==> config.mk <==
export PLATFORM = sky130hd
export DESIGN_NAME = mipi_csi_tx_packet_encoder_8b4lane_flat
export DESIGN_NICKNAME = d
export VERILOG_FILES = /design/src/rtl/mipi_csi_tx_packet_encoder_8b4lane_if.sv /design/src/rtl/mipi_csi_tx_packet_encoder_8b4lane.sv /design/src/flat_wrapper.sv
export SDC_FILE = /design/constraint.sdc
export NUM_CORES = 1
export LEC_CHECK = 0
export BUFFER_PORTS_ARGS = -buffer_cell sky130_fd_sc_hd__buf_2
export CORE_MARGIN = 4
export CORE_UTILIZATION = 50
export DETAILED_ROUTE_END_ITERATION = 12
export PLACE_DENSITY = 0.83
export SETUP_SLACK_MARGIN = 0.15
export SLEW_MARGIN = 15
export SYNTH_ARGS = -nofsm -noshare
export SYNTH_HDL_FRONTEND = slang
export SYNTH_SLANG_ARGS = --single-unit
==> constraint.sdc <==
create_clock -name clk_i -period 3.58 [get_ports clk_i]
set_clock_uncertainty 0.1 [all_clocks]
set_input_delay 0.179 -clock clk_i [delete_from_list [all_inputs] [get_ports clk_i]]
set_output_delay 0.179 -clock clk_i [all_outputs]
set_load 0.05 [all_outputs]
==> src/rtl/mipi_csi_tx_packet_encoder_8b4lane_if.sv <==
// ---------------------------------------------------------------------------
// mipi_csi_tx_packet_encoder_8b4lane_if
// Bundles the packet-request, payload-stream and lane-output signals of the
// CSI-2 TX packet encoder. Clock and reset are not part of the bundle.
//   slave  : the encoder (consumes requests and payload, drives lanes)
//   master : the packet source / lane consumer
// Signals:
//   start_i, data_id_i[7:0], word_count_i[15:0]  packet request
//   ready_o                                       encoder idle
//   payload_data_i[31:0], payload_valid_i         payload stream in
//   payload_ready_o                               payload accepted this cycle
//   data_o[31:0], lane_valid_o[3:0], data_valid_o lane bytes out
//   packet_done_o, underrun_o                     status pulses
// ---------------------------------------------------------------------------
interface mipi_csi_tx_packet_encoder_8b4lane_if;
    logic        start_i;
    logic [7:0]  data_id_i;
    logic [15:0] word_count_i;
    logic        ready_o;
    logic [31:0] payload_data_i;
    logic        payload_valid_i;
    logic        payload_ready_o;
    logic [31:0] data_o;
    logic [3:0]  lane_valid_o;
    logic        data_valid_o;
    logic        packet_done_o;
    logic        underrun_o;

    modport slave (
        input  start_i, data_id_i, word_count_i, payload_data_i, payload_valid_i,
        output ready_o, payload_ready_o, data_o, lane_valid_o, data_valid_o,
               packet_done_o, underrun_o
    );

    modport master (
        output start_i, data_id_i, word_count_i, payload_data_i, payload_valid_i,
        input  ready_o, payload_ready_o, data_o, lane_valid_o, data_valid_o,
               packet_done_o, underrun_o
    );
endinterface

==> src/rtl/mipi_csi_tx_packet_encoder_8b4lane.sv <==
// ---------------------------------------------------------------------------
// mipi_csi_tx_packet_encoder_8b4lane
// Builds CSI-2 packets on a 4-lane x 8-bit byte interface: sync word,
// ECC-protected header, lane-packed payload and CRC-16 footer, with per-lane
// byte enables. All outputs are registered.
// Ports:
//   clk_i      MIPI byte clock
//   reset_n_i  synchronous active-low reset
//   bus        slave side of mipi_csi_tx_packet_encoder_8b4lane_if
//
// state     | meaning
// ----------+-----------------------------------------------------------
// S_IDLE    | ready_o=1, waiting for start_i
// S_SYNC    | sync word on data_o
// S_HDR     | packet header on data_o
// S_PAYLOAD | payload_ready_o=1 while bytes remain; once r_rem=0 the final
//           | (possibly CRC-merged) word is on data_o
// S_FOOT    | separate CRC footer word on data_o
// S_GAP     | one idle trail cycle before returning to S_IDLE
// ---------------------------------------------------------------------------
module mipi_csi_tx_packet_encoder_8b4lane #(
    parameter int         LANES     = 4,
    parameter int         MIPI_GEAR = 8,
    parameter logic [7:0] SYNC_BYTE = 8'hB8
) (
    input  logic clk_i,
    input  logic reset_n_i,
    mipi_csi_tx_packet_encoder_8b4lane_if.slave bus
);
    localparam int W = LANES * MIPI_GEAR;

    typedef enum logic [2:0] {
        S_IDLE, S_SYNC, S_HDR, S_PAYLOAD, S_FOOT, S_GAP
    } state_t;

    state_t         r_state, w_state_nx;
    logic [7:0]     r_di;
    logic [15:0]    r_wc;
    logic [16:0]    r_rem, w_rem_nx, w_rem_dec;
    logic [15:0]    r_crc, w_crc_nx, w_crc_upd;
    logic [W-1:0]   r_data, w_data_nx;
    logic [LANES-1:0] r_lane_valid, w_lv_nx;
    logic           r_data_valid, r_done, w_done_nx, r_underrun, w_und_nx;
    logic           r_pready, w_pready_nx, r_ready, w_ready_nx;
    logic           w_latch, w_short, w_accept, w_last;
    logic [2:0]     w_nbytes;
    logic [7:0]     w_ecc;

    // CSI-2 Hamming parity: each mask selects the header bits feeding one parity bit.
    function automatic logic [7:0] f_ecc(input logic [23:0] d);
        return {2'b00, ^(d & 24'hEFFC00), ^(d & 24'hDF03F0), ^(d & 24'hB8E38E),
                ^(d & 24'h749A6D), ^(d & 24'hF2555B), ^(d & 24'hF12CB7)};
    endfunction

    // Reflected CRC-16 (0x1021 -> 0x8408), byte 0 first, only the first n bytes.
    function automatic logic [15:0] f_crc(input logic [15:0] crc_in,
                                          input logic [31:0] bytes,
                                          input logic [2:0]  n);
        logic [15:0] c;
        c = crc_in;
        for (int b = 0; b < 4; b++) begin
            if (3'(b) < n) begin
                c = c ^ {8'h00, bytes[8*b +: 8]};
                for (int k = 0; k < 8; k++)
                    c = c[0] ? ((c >> 1) ^ 16'h8408) : (c >> 1);
            end
        end
        return c;
    endfunction

    assign w_short   = (r_di[5:0] < 6'h10);
    assign w_ecc     = f_ecc({r_wc, r_di});
    assign w_nbytes  = (r_rem >= 17'd4) ? 3'd4 : r_rem[2:0];
    assign w_accept  = r_pready & bus.payload_valid_i;
    assign w_last    = (r_rem <= 17'd4);
    assign w_crc_upd = f_crc(r_crc, bus.payload_data_i, w_nbytes);
    assign w_rem_dec = (r_rem > {14'd0, w_nbytes}) ? (r_rem - {14'd0, w_nbytes}) : 17'd0;

    always_comb begin
        w_state_nx  = r_state;
        w_data_nx   = '0;
        w_lv_nx     = '0;
        w_done_nx   = 1'b0;
        w_und_nx    = 1'b0;
        w_pready_nx = 1'b0;
        w_ready_nx  = 1'b0;
        w_crc_nx    = r_crc;
        w_rem_nx    = r_rem;
        w_latch     = 1'b0;
        case (r_state)
            S_IDLE: begin
                w_ready_nx = 1'b1;
                if (bus.start_i) begin
                    w_latch    = 1'b1;
                    w_state_nx = S_SYNC;
                    w_data_nx  = {4{SYNC_BYTE}};
                    w_lv_nx    = 4'hF;
                    w_ready_nx = 1'b0;
                    w_crc_nx   = 16'hFFFF;
                    w_rem_nx   = {1'b0, bus.word_count_i};
                end
            end
            S_SYNC: begin
                w_state_nx = S_HDR;
                w_data_nx  = {w_ecc, r_wc[15:8], r_wc[7:0], r_di};
                w_lv_nx    = 4'hF;
                w_done_nx  = w_short;
            end
            S_HDR: begin
                if (w_short) begin
                    w_state_nx = S_GAP;
                end else if (r_wc == 16'd0) begin
                    w_state_nx = S_FOOT;
                    w_data_nx  = {16'h0000, r_crc};
                    w_lv_nx    = 4'h3;
                    w_done_nx  = 1'b1;
                end else begin
                    w_state_nx  = S_PAYLOAD;
                    w_pready_nx = 1'b1;
                end
            end
            S_PAYLOAD: begin
                if (r_rem == 17'd0) begin
                    // Final word is on the lanes; emit whatever CRC did not fit in it.
                    if (r_wc[1:0] == 2'd0) begin
                        w_state_nx = S_FOOT;
                        w_data_nx  = {16'h0000, r_crc};
                        w_lv_nx    = 4'h3;
                        w_done_nx  = 1'b1;
                    end else if (r_wc[1:0] == 2'd3) begin
                        w_state_nx = S_FOOT;
                        w_data_nx  = {24'h000000, r_crc[15:8]};
                        w_lv_nx    = 4'h1;
                        w_done_nx  = 1'b1;
                    end else begin
                        w_state_nx = S_GAP;
                    end
                end else begin
                    w_pready_nx = 1'b1;
                    if (w_accept) begin
                        w_crc_nx  = w_crc_upd;
                        w_rem_nx  = w_rem_dec;
                        w_data_nx = bus.payload_data_i;
                        w_lv_nx   = 4'hF;
                        if (w_last) begin
                            w_pready_nx = 1'b0;
                            case (r_wc[1:0])
                                2'd1: begin
                                    w_data_nx = {8'h00, w_crc_upd, bus.payload_data_i[7:0]};
                                    w_lv_nx   = 4'h7;
                                    w_done_nx = 1'b1;
                                end
                                2'd2: begin
                                    w_data_nx = {w_crc_upd, bus.payload_data_i[15:0]};
                                    w_done_nx = 1'b1;
                                end
                                2'd3: w_data_nx = {w_crc_upd[7:0], bus.payload_data_i[23:0]};
                                default: ;
                            endcase
                        end
                    end else begin
                        w_und_nx = 1'b1;
                    end
                end
            end
            S_FOOT: w_state_nx = S_GAP;
            S_GAP: begin
                w_state_nx = S_IDLE;
                w_ready_nx = 1'b1;
            end
            default: w_state_nx = S_IDLE;
        endcase
    end

    always_ff @(posedge clk_i) begin
        if (!reset_n_i) begin
            r_state      <= S_IDLE;
            r_di         <= '0;
            r_wc         <= '0;
            r_rem        <= '0;
            r_crc        <= 16'hFFFF;
            r_data       <= '0;
            r_lane_valid <= '0;
            r_data_valid <= 1'b0;
            r_done       <= 1'b0;
            r_underrun   <= 1'b0;
            r_pready     <= 1'b0;
            r_ready      <= 1'b1;
        end else begin
            r_state      <= w_state_nx;
            r_rem        <= w_rem_nx;
            r_crc        <= w_crc_nx;
            r_data       <= w_data_nx;
            r_lane_valid <= w_lv_nx;
            r_data_valid <= |w_lv_nx;
            r_done       <= w_done_nx;
            r_underrun   <= w_und_nx;
            r_pready     <= w_pready_nx;
            r_ready      <= w_ready_nx;
            if (w_latch) begin
                r_di <= bus.data_id_i;
                r_wc <= bus.word_count_i;
            end
        end
    end

    assign bus.data_o          = r_data;
    assign bus.lane_valid_o    = r_lane_valid;
    assign bus.data_valid_o    = r_data_valid;
    assign bus.packet_done_o   = r_done;
    assign bus.underrun_o      = r_underrun;
    assign bus.payload_ready_o = r_pready;
    assign bus.ready_o         = r_ready;
endmodule
==> src/flat_wrapper.sv <==
// flat-port wrapper written by rule: the top's interface ports become plain ports
module mipi_csi_tx_packet_encoder_8b4lane_flat 
#(
    parameter int         LANES     = 4,
    parameter int         MIPI_GEAR = 8,
    parameter logic [7:0] SYNC_BYTE = 8'hB8
)
  (clk_i, reset_n_i, bus_start_i, bus_data_id_i, bus_word_count_i, bus_payload_data_i, bus_payload_valid_i, bus_ready_o, bus_payload_ready_o, bus_data_o, bus_lane_valid_o, bus_data_valid_o, bus_packet_done_o, bus_underrun_o);
  mipi_csi_tx_packet_encoder_8b4lane_if bus_i ();
  input  logic clk_i;
  input  logic reset_n_i;
  input wire logic [$bits(bus_i.start_i)-1:0] bus_start_i;
  input wire logic [$bits(bus_i.data_id_i)-1:0] bus_data_id_i;
  input wire logic [$bits(bus_i.word_count_i)-1:0] bus_word_count_i;
  input wire logic [$bits(bus_i.payload_data_i)-1:0] bus_payload_data_i;
  input wire logic [$bits(bus_i.payload_valid_i)-1:0] bus_payload_valid_i;
  output wire logic [$bits(bus_i.ready_o)-1:0] bus_ready_o;
  output wire logic [$bits(bus_i.payload_ready_o)-1:0] bus_payload_ready_o;
  output wire logic [$bits(bus_i.data_o)-1:0] bus_data_o;
  output wire logic [$bits(bus_i.lane_valid_o)-1:0] bus_lane_valid_o;
  output wire logic [$bits(bus_i.data_valid_o)-1:0] bus_data_valid_o;
  output wire logic [$bits(bus_i.packet_done_o)-1:0] bus_packet_done_o;
  output wire logic [$bits(bus_i.underrun_o)-1:0] bus_underrun_o;
  assign bus_i.start_i = bus_start_i;
  assign bus_i.data_id_i = bus_data_id_i;
  assign bus_i.word_count_i = bus_word_count_i;
  assign bus_i.payload_data_i = bus_payload_data_i;
  assign bus_i.payload_valid_i = bus_payload_valid_i;
  assign bus_ready_o = bus_i.ready_o;
  assign bus_payload_ready_o = bus_i.payload_ready_o;
  assign bus_data_o = bus_i.data_o;
  assign bus_lane_valid_o = bus_i.lane_valid_o;
  assign bus_data_valid_o = bus_i.data_valid_o;
  assign bus_packet_done_o = bus_i.packet_done_o;
  assign bus_underrun_o = bus_i.underrun_o;
  mipi_csi_tx_packet_encoder_8b4lane #(.LANES(LANES), .MIPI_GEAR(MIPI_GEAR), .SYNC_BYTE(SYNC_BYTE)) u_core (.clk_i(clk_i), .reset_n_i(reset_n_i), .bus(bus_i));
endmodule
### Word-level counts from Yosys, hierarchy flattened

Index checks and enable logic that the tools add are counted.

* register bits after elaboration: 101
* output and inout port bits: 41
* word-level logic and storage cells: 181

* add/subtract/negate cells: 1
* $lt $le $gt $ge: 8
* muxes and demuxes: 93
* reduce and logical (&&, ||, !) cells: 16
* eq/ne operators: 12
* bitwise gates (word level): 39

Operators by type and width (number)
* 16-bit 2-to-1 mux: 40
* 32-bit 2-to-1 mux: 6
* 24-bit XOR reduction: 6
* 32-bit one-hot mux with 4 select lines: 1
* 2-bit NOT with 3-bit output: 32
* 32-bit one-hot mux with 3 select lines: 1
* 17-bit 2-to-1 mux: 4
* 16-bit by 8-bit bitwise XOR with 16-bit output: 4
* 17-bit one-hot mux with 2 select lines: 1
* 16-bit one-hot mux with 2 select lines: 1
* 4-bit 2-to-1 mux: 7
* 1-bit 2-to-1 mux: 19
* 3-bit 2-to-1 mux: 6
* 17-bit by 3-bit >= comparator with 1-bit output (second input constant): 1
* 17-bit by 3-bit greater-than comparator with 1-bit output: 1
* 17-bit by 3-bit less-or-equal comparator with 1-bit output (second input constant): 1
* 17-bit logical NOT: 1
* 17-bit by 3-bit subtractor with 17-bit output: 1
* 16-bit logical NOT: 1
* 4-bit one-hot mux with 4 select lines: 1
* 3-bit one-hot mux with 5 select lines: 1
* 8-bit 2-to-1 mux: 1
* 3-bit by 2-bit equality test with 1-bit output (second input constant): 2
* 3-bit equality test (second input constant): 2
* 21 further kinds: 28

### Longest topological paths before layout

* depth after elaboration: 77
* gate-level depth with buffers: 16
* mapped depth without buffers: 13

### Worst setup path after synthesis

OpenSTA, ideal clock, no wires.

* path type: register to register
* from: register u_core.r_crc[3]
* to: register u_core.r_data[25], in the netlist u_core.bus.data_o[25]
* path buffers: 1
* period minus slack after synthesis: 3.828 ns
* cell stages (with the launch flop): 15
* data arrival time: 3.595 ns
* data required time: 3.347 ns
* slack: -0.248 ns
* cells stage by stage: dfxtp_1 buf_6 xnor2_2 xnor3_1 o211a_1 or4_4 a31oi_4 xnor2_1 mux2i_1 o211a_2 xnor2_4 xnor3_1 and2_4 a221oi_1 a211oi_1

* cells in the longest elaborated chain, start to end: 48
* elaborated cells between the ends (all ways): 57
* those cells by class: 41 x mux; 16 x bitwise

RTL lines
* start, declared: line mipi_csi_tx_packet_encoder_8b4lane.sv:40 `logic [15:0] r_crc, w_crc_nx, w_crc_upd;`
* start signal, assigned: line mipi_csi_tx_packet_encoder_8b4lane.sv:192 `r_crc <= w_crc_nx;`
* 16-bit by 8-bit bitwise XOR with 16-bit output: line mipi_csi_tx_packet_encoder_8b4lane.sv:63 `c = c ^ {8'h00, bytes[8*b +: 8]};`
* 16-bit 2-to-1 mux (8 in a row): line mipi_csi_tx_packet_encoder_8b4lane.sv:65 `c = c[0] ? ((c >> 1) ^ 16'h8408) : (c >> 1);`
* 16-bit 2-to-1 mux (*): line mipi_csi_tx_packet_encoder_8b4lane.sv:62 `if (3'(b) < n) begin`
* 16-bit by 8-bit bitwise XOR with 16-bit output: line mipi_csi_tx_packet_encoder_8b4lane.sv:63
* 16-bit 2-to-1 mux / 2-bit NOT with 3-bit output (equally long branches)
* 16-bit 2-to-1 mux: line mipi_csi_tx_packet_encoder_8b4lane.sv:65
* 2-bit NOT with 3-bit output (no source line) / 16-bit 2-to-1 mux (equally long branches)
* 16-bit 2-to-1 mux (5 in a row): line mipi_csi_tx_packet_encoder_8b4lane.sv:65
* (+20 left out)
* 2-bit NOT with 3-bit output (no source line) / 16-bit 2-to-1 mux (equally long branches)
* 16-bit 2-to-1 mux (2 in a row): line mipi_csi_tx_packet_encoder_8b4lane.sv:65
* 16-bit 2-to-1 mux (*): line mipi_csi_tx_packet_encoder_8b4lane.sv:62
* 32-bit one-hot mux with 3 select lines (*): line mipi_csi_tx_packet_encoder_8b4lane.sv:147 `case (r_wc[1:0])`
* 32-bit 2-to-1 mux (*): line mipi_csi_tx_packet_encoder_8b4lane.sv:145 `if (w_last) begin`
* 32-bit 2-to-1 mux (*): line mipi_csi_tx_packet_encoder_8b4lane.sv:140 `if (w_accept) begin`
* 32-bit 2-to-1 mux (*): line mipi_csi_tx_packet_encoder_8b4lane.sv:123 `if (r_rem == 17'd0) begin`
* 32-bit one-hot mux with 4 select lines (*): line mipi_csi_tx_packet_encoder_8b4lane.sv:90 `case (r_state)`
* end signal, assigned: line mipi_csi_tx_packet_encoder_8b4lane.sv:193 `r_data <= w_data_nx;`
* end, declared: line mipi_csi_tx_packet_encoder_8b4lane.sv:41 `logic [W-1:0] r_data, w_data_nx;`

Every way passes the cells marked *; elsewhere a longest branch is shown, timed or not.
A chain may end at the register's enable or synchronous reset.

### Worst setup path after layout

* from: register u_core.r_rem[16]
* to: register u_core.r_data[16], in the netlist u_core.bus.data_o[16]

* cells in the longest elaborated chain, start to end: 42
* elaborated cells between the ends (all ways): 59
* those cells by class: 6 x order compare; 34 x mux; 18 x bitwise; 1 x reduce/logical

RTL lines
* start, declared: line mipi_csi_tx_packet_encoder_8b4lane.sv:39 `logic [16:0] r_rem, w_rem_nx, w_rem_dec;`
* start signal, assigned: line mipi_csi_tx_packet_encoder_8b4lane.sv:191 `r_rem <= w_rem_nx;`
* 17-bit by 3-bit >= comparator with 1-bit output: line mipi_csi_tx_packet_encoder_8b4lane.sv:73 `assign w_nbytes = (r_rem >= 17'd4) ? 3'd4 : r_rem[2:0];`
* 3-bit 2-to-1 mux: line mipi_csi_tx_packet_encoder_8b4lane.sv:73
* 1-bit by 3-bit < comparator with 1-bit output: line mipi_csi_tx_packet_encoder_8b4lane.sv:62
* 16-bit 2-to-1 mux: line mipi_csi_tx_packet_encoder_8b4lane.sv:62
* 16-bit by 8-bit bitwise XOR with 16-bit output: line mipi_csi_tx_packet_encoder_8b4lane.sv:63
* 16-bit 2-to-1 mux / 2-bit NOT with 3-bit output (equally long branches) (3 in a row)
* 16-bit 2-to-1 mux: line mipi_csi_tx_packet_encoder_8b4lane.sv:65
* 2-bit NOT with 3-bit output (no source line) / 16-bit 2-to-1 mux (equally long branches)
* (+22 left out)
* 16-bit 2-to-1 mux / 2-bit NOT with 3-bit output (equally long branches)
* 16-bit 2-to-1 mux (3 in a row): line mipi_csi_tx_packet_encoder_8b4lane.sv:65
* 16-bit 2-to-1 mux: line mipi_csi_tx_packet_encoder_8b4lane.sv:62
* 32-bit one-hot mux with 3 select lines: line mipi_csi_tx_packet_encoder_8b4lane.sv:147
* 32-bit 2-to-1 mux: line mipi_csi_tx_packet_encoder_8b4lane.sv:145
* 32-bit 2-to-1 mux: line mipi_csi_tx_packet_encoder_8b4lane.sv:140
* 32-bit 2-to-1 mux (*): line mipi_csi_tx_packet_encoder_8b4lane.sv:123
* 32-bit one-hot mux with 4 select lines (*): line mipi_csi_tx_packet_encoder_8b4lane.sv:90

Marks and branches as above.

==> impl_metrics.json <==
{
  "synth_top_area_share_pct": 24.5,
  "setup_violations": 39,
  "fill_cells": 1063,
  "clk_latency_ps": 370,
  "rsz0062_at_grt": "yes",
  "fp.dieW_microns": 137,
  "firstDrtPassIters": 9,
  "cp_top_family": "XOR/XNOR gates",
  "r2r-end": "u_core.bus.data_o[16]$_SDFF_PN0_",
  "cts_root_buf": "clkbuf_16",
  "layout-drive-gt1-share_pct": 38.1,
  "yosysWarnings": 0,
  "yosysMostFrequentCell": "nand2_1",
  "reg2reg_depth": 17,
  "io_buffers": 100,
  "route.detailed.drc": 0,
  "p_leak_uw": 0.00506,
  "start_kind": "flip-flop",
  "place_congestion": 1.03,
  "slew_headroom_pct": 39.3,
  "die_area_sq_um": 18600,
  "grt.total_usage_pct": 33.6,
  "timing.critical_path.mode_cell": "buf_4",
  "gr-total-overflow": 0,
  "path_class": "flip-flop to flip-flop",
  "status": "finished with violations",
  "required_ps": 3750,
  "synth-seq-cells": 101,
  "grt_pass1_wl_mm": 48.4,
  "fin_crit_sh_pct": 115,
  "path_cells": "nor4_4 > and4_4 > buf_12 > nand2_8 > mux2i_4 > xor2_2 > buf_4 > xnor3_1 > o211a_1 > xnor2_2 > xnor2_1 > nand2_1 > xnor2_1 > buf_4 > a221oi_1 > a211oi_1 > buf_4",
  "place_inst": 1447,
  "ys_seq_area_share_pct": 24.5,
  "path_max_fanout": 6,
  "io_pins": 101,
  "synth_area_leaders": "dfxtp_1 (24%), xnor2_1 (11%), xnor3_1 (5.5%)",
  "multiInputGateArea_sq_um": 6640,
  "ir_drop_mv": 0.670,
  "fin_nets": 1369,
  "die_h_microns": 137,
  "final_cell_count_no_fill": 1517,
  "cts.sinks": 101,
  "slew_violations": 0,
  "final-hold-violation-count": 0,
  "via_count": 9881,
  "coreArea_sq_um": 16100,
  "antenna_found_initial": 2,
  "fin_crit_ps": 4110,
  "synth_cell_types": 84,
  "power_density_nw_per_um2": 876,
  "synthCells": 1017,
  "drt_first_iter_violations": 1607,
  "regArea_sq_um": 2030,
  "failed_checks": "setup timing",
  "critPathArrivalTime_ps": 4280,
  "startpoint": "u_core.r_rem[16]$_SDFFE_PN0P_",
  "synth_ff_type": "dfxtp_1",
  "crit_buf_inv": 4,
  "htree_levels": 3,
  "syn_to_final_growth_pct": 43.4,
  "synth_area_sq_um": 8260,
  "synth-edff-count": 0,
  "cp_num_cells": 17,
  "viasPerCell": 6.51,
  "worstSetupEndpoint": "u_core.bus.data_o[16]$_SDFF_PN0_",
  "finalSetupTns_ps": -12460,
  "wl_per_cell_microns": 22.8,
  "routed_wl_mm": 34.6,
  "worstSetupEndpointType": "flip-flop",
  "avgSynthCellArea_sq_um": 8.12,
  "tightestPinTransition_ps": 908,
  "clk_pin_slew_ps": 80,
  "grt_pass1_vias": 8773,
  "cts_buffers": 9,
  "synth_top_area_cell": "dfxtp_1",
  "cts_max_path_buffers": 2,
  "drv_cap": 0,
  "hold_class": "input pin to flip-flop",
  "r2r-start": "u_core.r_rem[16]$_SDFFE_PN0P_",
  "ys_top_cells_by_count": "nand2_1 (117), xnor2_1 (104), dfxtp_1 (101)",
  "antenna_cells": 0,
  "worst_slack_ps": -532,
  "syn_nets": 1090,
  "tritoncts": "yes",
  "synthArstFlopShare_pct": 0,
  "antenna_left": 0,
  "r2r_slack_ps": -530,
  "critPathMaxStageDelay_ps": 380,
  "placementRows": 46,
  "grt_start_max_net_pins": 49,
  "fmax_mhz": 243,
  "start_util_pct": 51.5,
  "slowest_stage": "nor4_4",
  "dp_hpwl_mm": 23.2
}
-- power by group --
part,switching (uW),total (uW),leakage [uW],internal [uW]
Sequential,87.9,1300,0.000826,1210
Clock,493,1050,0.000151,554
Combinational,4020,8030,0.00408,4020
Total,4600,10400,0.00506,5780
-- metrics by stage --
stage | hold WS, ps | cell area, sq um | worst slack (ps) | power (uW) | util (%)
floorplan | 217 | 8460 | -153 | 4710 | -
global placement | 342 | 10400 | -511 | 7340 | 64.5
detailed placement | 347 | 10400 | -571 | 7430 | 64.5
CTS | 1.04 | 11200 | -322 | 9040 | 69.9
global route | 15.0 | 11800 | -770 | 10600 | 73.8
finish | 3.15 | 11800 | -532 | 10400 | 73.8
-- repair_timing --
action                     CTS  global route
buffers inserted            22            16
hold endpoints to repair    15             0
gates cloned                 1             1
hold buffers                15             0
setup endpoints to repair   49            50
pin swaps                   20            33
resized for setup           44            99
-- worst min-delay path by stage --
stage	from	endpoint	slack [ps]	cells after the start
global route	bus_data_id_i[4]	u_core.r_di[4]$_SDFFE_PN0P_	20	3
global placement	bus_data_id_i[2]	u_core.r_di[2]$_SDFFE_PN0P_	340	3
CTS	bus_word_count_i[4]	u_core.r_wc[4]$_SDFFE_PN0P_	1	3
floorplan	bus_payload_data_i[15]	u_core.bus.data_o[15]$_SDFF_PN0_	220	1
finish	bus_word_count_i[12]	u_core.r_wc[12]$_SDFFE_PN0P_	3	3
detailed placement	bus_data_id_i[6]	u_core.r_di[6]$_SDFFE_PN0P_	350	3
-- worst register-to-register path, cell delays in order, from the launching register on --
cell      delay, ps
dfxtp_2         340
nor4_4          380
and4_4          320
buf_12          160
nand2_8          80
mux2i_4         250
xor2_2          250
buf_4           180
xnor3_1         250
o211a_1         280
xnor2_2         250
xnor2_1         160
nand2_1          90
xnor2_1         150
buf_4           150
a221oi_1        360
a211oi_1        110
buf_4           150
-- state kept, by name, indices dropped and copies added, names as in the netlist --
name / count
u_core.r_wc: 16
u_core.r_state: 3
u_core.bus.data_o: 32
u_core.r_rem: 17
u_core.bus.packet_done_o: 1
u_core.bus.underrun_o: 1
u_core.bus.data_valid_o: 1
u_core.r_crc: 16
u_core.r_di: 8
u_core.bus.ready_o: 1
u_core.bus.payload_ready_o: 1
u_core.bus.lane_valid_o: 4
-- cell usage in the layout (no fill, tap or decap), drive strengths merged, types with 5 or more instances in the layout --
cell	instances
o211a	5
nand2b	11
and3	5
and2	17
clkbuf	9
a222oi	7
mux2i	9
a211oi	14
nand3	18
xnor2	112
xnor3	20
buf	326
xor3	8
o211ai	12
a22oi	10
o22ai	13
dlygate4sd3	15
inv	32
a21oi	66
o21ai	67
nand2	118
dfxtp	101
ha	13
a221oi	18
a31oi	6
xor2	30
nor4	10
a21boi	26
nand4	8
nor2b	9
nor2	91
nor3	24
a221o	5
-- cell families after synthesis --
logic type / count (synthesis) / share of synthesized area, %
adder cells (fa/ha/maj): 13 / 1.97
other: 1 / 0.0454
multiplexers: 13 / 1.83
AO/OA/AOI/OAI: 288 / 23.6
buffers and inverters: 101 / 5.06
XOR/XNOR: 170 / 23.8
flip-flops: 101 / 24.5
AND/OR/NAND/NOR: 330 / 19.3
-- metal layers --
layer / GRT usage (%) / vias up / wire length, microns
li1: - / 4163 / -
met3: 8.42 / 263 / 4770
met5: 0 / - / 21
met2: 51.6 / 923 / 15000
met4: 17.1 / 4 / 2530
met1: 43.7 / 4528 / 12300
-- cell type report --
class | instances | share of cell area (%)
Tap cell | 216 | 2.28
Clock buffer | 9 | 1.90
Timing Repair Buffer | 341 | 21.0
Inverter | 28 | 0.887
Multi-Input combinational cell | 815 | 56.1
Sequential cell | 101 | 17.2
Clock inverter | 7 | 0.665
Power figures use the tool's default switching activity.
